File: config.mk
export PLATFORM = sky130hd
export DESIGN_NAME = des8_align
export DESIGN_NICKNAME = d
export VERILOG_FILES = /design/src/rtl/des8_pkg.sv /design/src/rtl/des8_aligner.sv /design/src/rtl/des8_align.sv
export SDC_FILE = /design/constraint.sdc
export NUM_CORES = 1
export LEC_CHECK = 0
export ABC_AREA = 1
export CAP_MARGIN = 20
export CORE_MARGIN = 2
export CORE_UTILIZATION = 46
export CTS_CLUSTER_DIAMETER = 150
export DETAILED_ROUTE_END_ITERATION = 16
export PLACE_DENSITY = 0.72
export SYNTH_ARGS = -nofsm -noshare
export SYNTH_HDL_FRONTEND = slang
export SYNTH_SLANG_ARGS = --single-unit
File: constraint.sdc
create_clock -name clk_i -period 1.4 [get_ports clk_i]
set_input_delay 0.21 -clock clk_i [delete_from_list [all_inputs] [get_ports clk_i]]
set_output_delay 0.21 -clock clk_i [all_outputs]
set_load 0.01 [all_outputs]
File: src/rtl/des8_pkg.sv
// Shared types and constants for the des8_align deserializer and its aligner.
// Shared by both builds; only the aligner uses the state type (DES8_AUTOALIGN_EN).
package des8_pkg;
    localparam int WORD_W     = 8;
    localparam int CNT_W      = $clog2(WORD_W);
    localparam int SLIP_LIMIT = 8;
    localparam int SLIP_CNT_W = $clog2(SLIP_LIMIT);

    typedef enum logic [1:0] {
        ST_IDLE,
        ST_HUNT,
        ST_SETTLE,
        ST_LOCKED
    } align_state_t;
endpackage

File: src/rtl/des8_aligner.sv
// Training-pattern aligner: hunts for TRAIN_PATTERN, requests bit slips on
// mismatch, and reports lock or a sticky failure after a full slip rotation.
module des8_aligner
    import des8_pkg::*;
#(
    parameter logic [WORD_W-1:0] TRAIN_PATTERN = 8'hAA,
    parameter int                SETTLE_WORDS  = 2,
    parameter int                MATCH_WORDS   = 4
) (
    input  logic              clk,
    input  logic              rst_n,
    input  logic              en,
    input  logic [WORD_W-1:0] word,
    input  logic              word_valid,
    output logic              slip,
    output logic              idle,
    output logic              lock,
    output logic              fail
);
    localparam logic [3:0] MATCH_LAST  = 4'(MATCH_WORDS - 1);
    localparam logic [3:0] SETTLE_LAST = 4'(SETTLE_WORDS - 1);
    localparam logic [SLIP_CNT_W-1:0] SLIPS_LAST = SLIP_CNT_W'(SLIP_LIMIT - 1);

    align_state_t            state_reg, state_next;
    logic [3:0]              match_reg, match_next;
    logic [3:0]              settle_reg, settle_next;
    logic [SLIP_CNT_W-1:0]   slips_reg, slips_next;
    logic                    fail_reg, fail_next;
    logic                    slip_reg, slip_next;

    always_ff @(posedge clk or negedge rst_n) begin
        if (!rst_n) begin
            state_reg  <= ST_IDLE;
            match_reg  <= '0;
            settle_reg <= '0;
            slips_reg  <= '0;
            fail_reg   <= 1'b0;
            slip_reg   <= 1'b0;
        end else begin
            state_reg  <= state_next;
            match_reg  <= match_next;
            settle_reg <= settle_next;
            slips_reg  <= slips_next;
            fail_reg   <= fail_next;
            slip_reg   <= slip_next;
        end
    end

    always_comb begin
        state_next  = state_reg;
        match_next  = match_reg;
        settle_next = settle_reg;
        slips_next  = slips_reg;
        fail_next   = fail_reg;
        slip_next   = 1'b0;
        if (!en) begin
            // fail is left untouched here so it stays visible while disabled
            state_next = ST_IDLE;
        end else begin
            unique case (state_reg)
                ST_IDLE: begin
                    state_next  = ST_HUNT;
                    match_next  = '0;
                    settle_next = '0;
                    slips_next  = '0;
                    fail_next   = 1'b0;
                end
                ST_HUNT: begin
                    if (word_valid) begin
                        if (word == TRAIN_PATTERN) begin
                            if (match_reg == MATCH_LAST) state_next = ST_LOCKED;
                            else                         match_next = match_reg + 4'd1;
                        end else begin
                            match_next  = '0;
                            settle_next = '0;
                            slip_next   = 1'b1;
                            slips_next  = slips_reg + 1'b1;
                            if (slips_reg == SLIPS_LAST) fail_next = 1'b1;
                            state_next  = ST_SETTLE;
                        end
                    end
                end
                ST_SETTLE: begin
                    if (word_valid) begin
                        if (settle_reg == SETTLE_LAST) begin
                            settle_next = '0;
                            state_next  = ST_HUNT;
                        end else begin
                            settle_next = settle_reg + 4'd1;
                        end
                    end
                end
                ST_LOCKED: state_next = ST_LOCKED;
                default:   state_next = ST_IDLE;
            endcase
        end
    end

    assign slip = slip_reg;
    assign idle = (state_reg == ST_IDLE);
    assign lock = (state_reg == ST_LOCKED);
    assign fail = fail_reg;
endmodule

File: src/rtl/des8_align.sv
// Soft 1:8 deserializer with bit-slip alignment; first received bit lands in q_o[0].
// Define DES8_AUTOALIGN_EN to include the training-pattern aligner.
module des8_align
    import des8_pkg::*;
#(
    parameter logic [WORD_W-1:0] TRAIN_PATTERN = 8'hAA,
    parameter int                SETTLE_WORDS  = 2,
    parameter int                MATCH_WORDS   = 4
) (
    input  logic              clk_i,
    input  logic              nrst_i,
    input  logic              d_i,
    input  logic              calib_i,
    input  logic              align_en_i,
    output logic [WORD_W-1:0] q_o,
    output logic              valid_o,
    output logic              pclk_o,
    output logic              lock_o,
    output logic              fail_o
);
    logic [WORD_W-1:0] sr_reg;
    logic [CNT_W-1:0]  cnt_reg;
    logic              calib_reg;
    logic              edge_reg;
    logic              slip;
    logic              word_done;

`ifdef DES8_AUTOALIGN_EN
    logic auto_slip;
    logic aligner_idle;

    des8_aligner #(
        .TRAIN_PATTERN (TRAIN_PATTERN),
        .SETTLE_WORDS  (SETTLE_WORDS),
        .MATCH_WORDS   (MATCH_WORDS)
    ) u_aligner (
        .clk        (clk_i),
        .rst_n      (nrst_i),
        .en         (align_en_i),
        .word       (q_o),
        .word_valid (valid_o),
        .slip       (auto_slip),
        .idle       (aligner_idle),
        .lock       (lock_o),
        .fail       (fail_o)
    );

    // Manual slips only count while the aligner is not driving the boundary
    assign slip = (edge_reg & aligner_idle) | auto_slip;
`else
    logic unused_cfg;

    assign unused_cfg = ^{align_en_i, TRAIN_PATTERN, SETTLE_WORDS[3:0], MATCH_WORDS[3:0]};
    assign slip       = edge_reg;
    assign lock_o     = 1'b0;
    assign fail_o     = 1'b0;
`endif

    // A slip cycle freezes the phase counter, pushing the boundary one bit later
    assign word_done = (cnt_reg == CNT_W'(WORD_W - 1)) && !slip;
    assign pclk_o    = cnt_reg[CNT_W-1];

    always_ff @(posedge clk_i or negedge nrst_i) begin
        if (!nrst_i) begin
            sr_reg    <= '0;
            cnt_reg   <= '0;
            calib_reg <= 1'b0;
            edge_reg  <= 1'b0;
            q_o       <= '0;
            valid_o   <= 1'b0;
        end else begin
            sr_reg    <= {d_i, sr_reg[WORD_W-1:1]};
            calib_reg <= calib_i;
            edge_reg  <= calib_i & ~calib_reg;
            if (!slip) cnt_reg <= cnt_reg + 1'b1;
            valid_o   <= word_done;
            if (word_done) q_o <= {d_i, sr_reg[WORD_W-1:1]};
        end
    end
endmodule

# Word level (Yosys, flattened, before mapping)
# Cells that the tools add are included.
# op_classes
add_sub_neg,1
eq_ne,1
bitwise_logic,2
reduce_logical,2
# op_table
operator,count
$add 3x1->3 const B,1
$eq 3x3->1 const B,1
$and 1x1->1,1
$logic_and 1x1->1,1
$logic_not 1->1,1
$not 1->1,1
# word_totals
reg_bits,22
in_bits,5
output_inout_bits,12
wordCells,12

# Depth between registers and ports, before layout
# Gate-level depths: netlist (run 1).
# logic_depth
depth_word,2
depth_mapped,6

# Least setup slack after synthesis (run 1)
# Ideal clock, no wire load.
# synth_path
kind,register to register
startpoint,register cnt_reg[0]
endpoint,register q_o[0]
setup_ps,65
arrival_ps,1109
t_required_ps,1335
slack_ps,226
path_stages_with_launch,7
path_buffers,1
cell_sequence,dfrtp_1 > ha_1 > ha_1 > buf_4 > nand2_2 > nand2_1 > nand2_1
# synth_via
elab_chain_cells,2
# synth_lines
item,line_no,text
from (decl),des8_align.sv:22,logic [CNT_W-1:0] cnt_reg;
from (signal assigned),des8_align.sv:75,if (!slip) cnt_reg <= cnt_reg + 1'b1;
$eq 3x3->1,des8_align.sv:60,assign word_done = (cnt_reg == CNT_W'(WORD_W - 1)) && !slip;
$logic_and 1x1->1,des8_align.sv:60,
to (signal assigned),des8_align.sv:77,"if (word_done) q_o <= {d_i, sr_reg[WORD_W-1:1]};"
to (decl),des8_align.sv:15,"output logic [WORD_W-1:0] q_o,"
# Every way passes these cells.
# A chain may end at the register's enable or synchronous reset.

# Worst setup path after layout (run 1)
# layout_path
startpoint,register valid_o
endpoint,output valid_o
# layout_rtl
item,line_no,text
from (decl),des8_align.sv:16,"output logic valid_o,"
from (signal assigned),des8_align.sv:76,valid_o <= word_done;
# No word-level cell between the ends.

==> flow_metrics.tcl, run 1 <==
set metrics [dict create \
    synthCells 64 \
    dpl.hpwl_um 724 \
    grt_pass1_wl_um 1750 \
    grt_max_degree 22 \
    worst_ep_required_time_ps 1190 \
    insertion_delay_ps 290 \
    drc_errors 0 \
    synth_top_family_by_area "simple AND/OR/NAND/NOR gates" \
    mappedNetlistArea_um2 741 \
    synth_xor_area_share_pct 1.18 \
    rsz0062_at_grt "no" \
    yosys-mux-area-fraction_pct 0 \
    synth.distinct_cells 12 \
    path_class "reg -> out" \
    synth_seq_cells 21 \
    worst_path_largest_cell_delay_ps 520 \
    hold_class "in -> async" \
    cts_tree "done" \
    fill_cells 147 \
    initial_core_util_pct 49.2 \
    slew_viol_final 0 \
    antenna_found_initial 0 \
    post-route-min-period_ps 1350 \
    r2r-start "cnt_reg[0]$_DFFE_PN0N_" \
    cp_max_fo 1 \
    final_area_um2 898 \
    crit_arrival_ps 1140 \
    seq_area_um2 526 \
    first_pass_iters 4 \
    seq_area_frac_synth_pct 70.9 \
    finalNetCount 89 \
    slowest_stage "clkdlybuf4s50_1" \
    setup_viol 0 \
    yosysTopAreaCell "dfrtp_1" \
    r2r_slack_ps 130 \
    path_cells "clkdlybuf4s50_1" \
    cts_sinks 21 \
    post_route_cells_drive_above_1_share_pct 9.88 \
    yosys.area_share.simple_pct 17.9 \
    status "finished clean" \
    synthAdderAreaFrac_pct 3.38 \
    reg2reg_to "q_o[3]$_DFFE_PN0P_" \
    setup_slack_ps 47.0 \
    end_kind "output port" \
    synth_area_leaders "dfrtp_1 (71%), nand2_1 (11%), nand3_1 (5.4%), ha_1 (3.4%), buf_4 (3.0%)" \
    wl_um 1020 \
    ir_drop_uv 1140 \
    reg2reg_depth 5 \
    antenna_left 0 \
    largest_register_ffs 8 \
    dieArea_um2 1950 \
    core-area_um2 1510 \
    p_per_area_nw_per_um2 1850 \
    synth_top_area_share_pct 70.9 \
    via_per_inst 4.60 \
    io_buffers 13 \
    fin_tns_setup_ps 0 \
    place_area_um2 876 \
    hold_viol_final 0 \
    grt_overflow 0 \
    maxCapViolations 0 \
    clock_path_buffers 2 \
    num_rows 14 \
    dpl_worst_slack_ps 144 \
    cts_max_level 1 \
    numCtsBuffers 3 \
    power.leakage_nw 0.489 \
    critPathLaunchType "flip-flop" \
    grt_usage_pct 12.1 \
    dieHeight_um 44.1 \
    syn_avg_cell_area_um2 11.6 \
    grt_pass1_vias 409 \
    clockRootBuffer "clkbuf_4" \
    drt-initial-drc-count 9 \
    yosys_warnings 0 \
    multi_input_area_um2 174 \
    finClkSkew_ps 3.27 \
    period_share_pct 96.6 \
    clkTransAtPathRegs_ps 110 \
    fp.dieW_um 44.1 \
    synth_compound_gate_area_share_pct 0 \
    diodes 0 \
    fmax_mhz 739 \
    crit_buf_inv 1 \
    wire_per_inst_um 10.5 \
    gp_congestion 0.688 \
    pin_count 17 \
    syn2layout_area_growth_pct 21.3 \
    vias 446 \
    crit_family "buffers and inverters" \
]
[worst max path at each step]
stage,start,to,slack (ps),cells after the start
final,valid_o$_DFF_PN0_,valid_o,50,1
after floorplan,cnt_reg[0]$_DFFE_PN0N_,q_o[0]$_DFFE_PN0P_,230,6
after global routing,valid_o$_DFF_PN0_,valid_o,10,1
after global placement,cnt_reg[0]$_DFFE_PN0N_,q_o[5]$_DFFE_PN0P_,150,5
after CTS,valid_o$_DFF_PN0_,valid_o,20,1
after detailed placement,cnt_reg[0]$_DFFE_PN0N_,q_o[3]$_DFFE_PN0P_,140,5
[Yosys cell counts]
master,n
nand3_1,8
ha_1,2
conb_1,1
buf_4,3
nor2_1,1
inv_2,1
inv_1,2
xnor2_1,1
buf_6,1
nand2_2,1
dfrtp_1,21
nand2_1,22
[per-layer routing]
layer  track usage (%)  part of all wire (%)
met1              17.6                    50
met2              18.5                    45
met3              2.45                   5.4
met4              3.64                     0
met5                 0                     0
[placed cells by master (no fill, tap or decap)]
cell,n
inv_1,2
clkbuf_4,3
clkbuf_1,1
nor2_1,1
inv_2,1
nand2_1,22
nand2_2,1
dlygate4sd2_1,9
conb_1,2
clkdlybuf4s50_1,4
ha_1,2
dfrtp_1,21
buf_4,3
xnor2_1,1
nand3_1,8
[power breakdown]
| group | internal [mW] | switching [mW] |
|---|---|---|
| Combinational | 0.264 | 0.275 |
| Sequential | 0.774 | 0.0787 |
| Clock | 0.111 | 0.161 |
[metrics by stage]
| stage | utilization, % | hold slack (ps) | total power, mW | cells |
|---|---|---|---|---|
| after floorplan | - | -85.6 | 1.17 | 65 |
| after global placement | 58.1 | 358 | 1.46 | 92 |
| after detailed placement | 58.1 | 361 | 1.48 | 92 |
| after CTS | 59.6 | 252 | 1.69 | 97 |
| after global routing | 59.6 | 287 | 1.80 | 97 |
| final | 59.6 | 248 | 1.66 | 97 |
[what timing repair did]
| item | CTS | global route |
|---|---|---|
| buffers inserted | 1 | 0 |
| hold buffers | 0 | 0 |
| setup endpoints to repair | 9 | 0 |
| resized for setup | 9 | 0 |
[cells by family (layout without fill, tap and decap cells)]
group	Yosys count	in the layout
buffers and inverters	7	23
adder cells (fa/ha/maj)	2	2
XOR/XNOR	1	1
flip-flops	21	21
AND/OR/NAND/NOR	32	32
other	1	2
[layout make-up]
type | count | share of cell area [%]
clock buffer | 4 | 2.92
inverter | 3 | 1.25
multi-input combinational | 37 | 19.4
sequential | 21 | 58.5
tap | 16 | 2.23
timing repair buffer | 16 | 15.7
(Power assumes the default switching activity.)
==> run 2, diff against run 1 <==
Settings changed: RECOVER_POWER set to 100.
==> flow_metrics.tcl, run 2 (synthesized netlist as in run 1, its figures left out) <==
set metrics [dict create \
    largest_register_ffs 8 \
    r2r_slack_ps 130 \
    cp_max_fo 1 \
    final_common_cell "nand2_1" \
    dr_wl_met2_um 464 \
    top_layer "met3" \
    clkTransAtPathRegs_ps 110 \
    crit_family "buffers and inverters" \
    m1WireLength_um 498 \
    post_route_cells_drive_above_1_share_pct 9.88 \
    gp_congestion 0.688 \
    fmax_mhz 739 \
    setup_slack_ps 47.6 \
    grt_pass1_vias 409 \
    p_per_area_nw_per_um2 1850 \
    reg2reg_to "q_o[3]$_DFFE_PN0P_" \
    cts_tree "done" \
    dpl.hpwl_um 724 \
    path_cells "clkdlybuf4s50_1" \
    dpl_worst_slack_ps 144 \
    end_kind "output port" \
    grt_max_degree 22 \
    num_rows 14 \
    diodes 0 \
    worst_ep_required_time_ps 1190 \
    status "finished clean" \
    fin_tns_setup_ps 0 \
    hold_depth 0 \
    initial_core_util_pct 49.2 \
    crit_arrival_ps 1140 \
    reg2reg_depth 5 \
    critPathLaunchType "flip-flop" \
    holdCritStartpoint "sr_reg[2]$_DFF_PN0_" \
    io_buffers 13 \
    clock_path_buffers 2 \
    finalNetCount 89 \
    drc_errors 0 \
    worst_path_largest_cell_delay_ps 520 \
    grt_overflow 0 \
    syn2layout_area_growth_pct 20.6 \
    hold_viol_final 0 \
    via_per_inst 4.62 \
    cts_sinks 21 \
    wire_per_inst_um 10.5 \
    dieHeight_um 44.1 \
    fp.dieW_um 44.1 \
    most-common-layout-cells "nand2_1 (22), dfrtp_1 (21), dlygate4sd2_1 (9)" \
    antenna_found_initial 0 \
    cts_max_level 1 \
    first_pass_iters 4 \
    numCtsBuffers 3 \
    insertion_delay_ps 290 \
    post-route-min-period_ps 1350 \
    wl_um 1020 \
    slowest_stage "clkdlybuf4s50_1" \
    rsz0062_at_grt "no" \
    ir_drop_uv 1140 \
    period_share_pct 96.6 \
    drt-initial-drc-count 5 \
    hold_class "reg -> reg" \
    grt_pass1_wl_um 1750 \
    setup_viol 0 \
    worstHoldEndpoint "sr_reg[1]$_DFF_PN0_" \
    pin_count 17 \
    crit_buf_inv 1 \
    core-area_um2 1510 \
    antenna_left 0 \
    grt_usage_pct 12.1 \
    maxCapViolations 0 \
    finClkSkew_ps 3.43 \
    clockRootBuffer "clkbuf_4" \
    path_class "reg -> out" \
    wl_met3_um 55 \
    power.leakage_nw 0.488 \
    r2r-start "cnt_reg[0]$_DFFE_PN0N_" \
    vias 448 \
    slew_viol_final 0 \
    dieArea_um2 1950 \
]
-- run 2: changes by cell type in the layout (fill, tap and decap cells not counted), sizes merged --
| cell | change |
|---|---|
| buf | -2 |
| dlygate4sd3 | +3 |
| clkbuf | +2 |
| clkdlybuf4s50 | -3 |
-- run 2: per-layer routing --
metal,track usage (%),vias up
met3,2.45,0
li1,-,228
met2,18.5,11
met5,0,-
met4,3.64,0
met1,17.6,209
-- run 2: area by class of cell --
type | count | area [um^2]
fill | 149 | 613
sequential | 21 | 526
multi-input combinational | 37 | 174
timing repair buffer | 16 | 136
clock buffer | 4 | 26.3
tap | 16 | 20.0
inverter | 3 | 11.3
-- run 2: worst max path at each step --
stage          cells after the start                    from  slack, ps                  to
2_1_floorplan                      6  cnt_reg[0]$_DFFE_PN0N_        230  q_o[0]$_DFFE_PN0P_
3_3_place_gp                       5  cnt_reg[0]$_DFFE_PN0N_        150  q_o[5]$_DFFE_PN0P_
3_5_place_dp                       5  cnt_reg[0]$_DFFE_PN0N_        140  q_o[3]$_DFFE_PN0P_
4_1_cts                            1       valid_o$_DFF_PN0_         20             valid_o
5_1_grt                            1       valid_o$_DFF_PN0_         10             valid_o
6_report                           1       valid_o$_DFF_PN0_         50             valid_o
-- run 2: metrics by stage --
stage                     instance area (um^2)  power, mW  util (%)  hold WS [ps]  instances
after floorplan                            744       1.17         -         -85.6         65
after global placement                     876       1.46      58.1           358         92
after detailed placement                   876       1.48      58.1           361         92
after CTS                                  898       1.69      59.6           252         97
after global routing                       893       1.79      59.3           389         97
final                                      893       1.65      59.3           386         97
-- run 2: where the power goes --
group / switching [mW] / internal [mW] / leakage (nW)
Sequential: 0.0783 / 0.774 / 0.256
Clock: 0.161 / 0.111 / 0.0150
Combinational: 0.275 / 0.256 / 0.217
Total: 0.514 / 1.14 / 0.488
-- run 2: what timing repair did --
action / 4_1_cts / 5_1_grt
endpoints found under the setup margin: 9 / 0
buffers inserted: 1 / 0
resized for setup: 9 / 0
hold buffers: 0 / 0
==> run 3, diff against run 2 <==
Settings changed: RECOVER_POWER 100 to 25.
==> flow_metrics.tcl, run 3 (synthesized netlist as in run 1, its figures left out) <==
set metrics [dict create \
    status "finished clean" \
    grt_pass1_vias 409 \
    worst_path_largest_cell_delay_ps 520 \
    clockRootBuffer "clkbuf_4" \
    dpl_worst_slack_ps 144 \
    slowest_stage "clkdlybuf4s50_1" \
    fp.dieW_um 44.1 \
    post-route-min-period_ps 1350 \
    path_cells "clkdlybuf4s50_1" \
    cp_max_fo 1 \
    vias 446 \
    initial_core_util_pct 49.2 \
    cts_tree "done" \
    core-area_um2 1510 \
    ir_drop_uv 1140 \
    rsz0062_at_grt "no" \
    grt_overflow 0 \
    dpl.hpwl_um 724 \
    first_pass_iters 4 \
    grt_max_degree 22 \
    via_per_inst 4.60 \
    num_rows 14 \
    hold_viol_final 0 \
    hold_class "reg -> reg" \
    fin_tns_setup_ps 0 \
    final_common_cell "nand2_1" \
    crit_buf_inv 1 \
    power.leakage_nw 0.489 \
    p_per_area_nw_per_um2 1850 \
    drt-initial-drc-count 9 \
    post_route_cells_drive_above_1_share_pct 9.88 \
    fill_cells 148 \
    largest_register_ffs 8 \
    clock_path_buffers 2 \
    period_share_pct 96.6 \
    cts_sinks 21 \
    worst_ep_required_time_ps 1190 \
    finalNetCount 89 \
    diodes 0 \
    critPathLaunchType "flip-flop" \
    syn2layout_area_growth_pct 20.9 \
    critPathLaunch "valid_o$_DFF_PN0_" \
    dieHeight_um 44.1 \
    path_class "reg -> out" \
    maxCapViolations 0 \
    most-common-layout-cells "nand2_1 (22), dfrtp_1 (21), dlygate4sd2_1 (9)" \
    dieArea_um2 1950 \
    final_area_um2 896 \
    cts-hold-fix-buffers 0 \
    place_area_um2 876 \
    antenna_found_initial 0 \
    drc_errors 0 \
    fmax_mhz 739 \
    setup_viol 0 \
    io_buffers 13 \
    insertion_delay_ps 290 \
    crit_family "buffers and inverters" \
    numCtsBuffers 3 \
    gp_congestion 0.688 \
    grt_pass1_wl_um 1750 \
    grt_usage_pct 12.1 \
    end_kind "output port" \
    pin_count 17 \
    cts_max_level 1 \
    finClkSkew_ps 3.27 \
    antenna_left 0 \
    r2r-start "cnt_reg[0]$_DFFE_PN0N_" \
    wl_um 1020 \
    clkTransAtPathRegs_ps 100 \
    wire_per_inst_um 10.5 \
    setup_slack_ps 47.0 \
    crit_arrival_ps 1140 \
    holdCritStartpoint "sr_reg[5]$_DFF_PN0_" \
    slew_viol_final 0 \
]
[run 3: per-layer routing]
metal | track usage (%) | share of wire [%] | vias to the layer above
met1 | 17.6 | 50 | 207
li1 | - | - | 228
met5 | 0 | 0 | -
met3 | 2.45 | 5.4 | 0
met4 | 3.64 | 0 | 0
met2 | 18.5 | 45 | 11
[run 3: cell type report]
class / instances / area (um^2) / area share, %
clock buffer: 4 / 26.3 / 2.93
inverter: 3 / 11.3 / 1.26
multi-input combinational: 37 / 174 / 19.4
sequential: 21 / 526 / 58.7
tap: 16 / 20.0 / 2.23
timing repair buffer: 16 / 139 / 15.5
[run 3: power breakdown]
group          switching, mW  leakage, nW  total, mW  internal, mW
Combinational          0.275        0.217      0.536         0.261
Sequential            0.0787        0.256      0.852         0.774
Clock                  0.161       0.0150      0.272         0.111
[run 3: metrics by stage]
step / total power [mW] / hold slack, ps / instances / util (%)
floorplan: 1.17 / -85.6 / 65 / -
global placement: 1.46 / 358 / 92 / 58.1
detailed placement: 1.48 / 361 / 92 / 58.1
CTS: 1.69 / 252 / 97 / 59.6
global route: 1.80 / 389 / 97 / 59.5
finish: 1.66 / 386 / 97 / 59.5
[run 3: repair_timing]
action / 4_1_cts / 5_1_grt
buffers inserted: 1 / 0
resized for setup: 9 / 0
hold endpoints to repair: 0 / 0
endpoints found under the setup margin: 9 / 0
[run 3: path summary, 6_finish.rpt]
| kind | slack (ps) | to | depth (start not counted) |
|---|---|---|---|
| max in group asynchronous | 670 | sr_reg[6]$_DFF_PN0_ | 2 |
| min | 390 | sr_reg[4]$_DFF_PN0_ | 0 |
| max reg2reg | 130 | q_o[3]$_DFFE_PN0P_ | 5 |
| min in group asynchronous | 400 | cnt_reg[2]$_DFFE_PN0N_ | 2 |
| min reg2reg | 390 | sr_reg[4]$_DFF_PN0_ | 0 |
| max | 50 | valid_o | 1 |
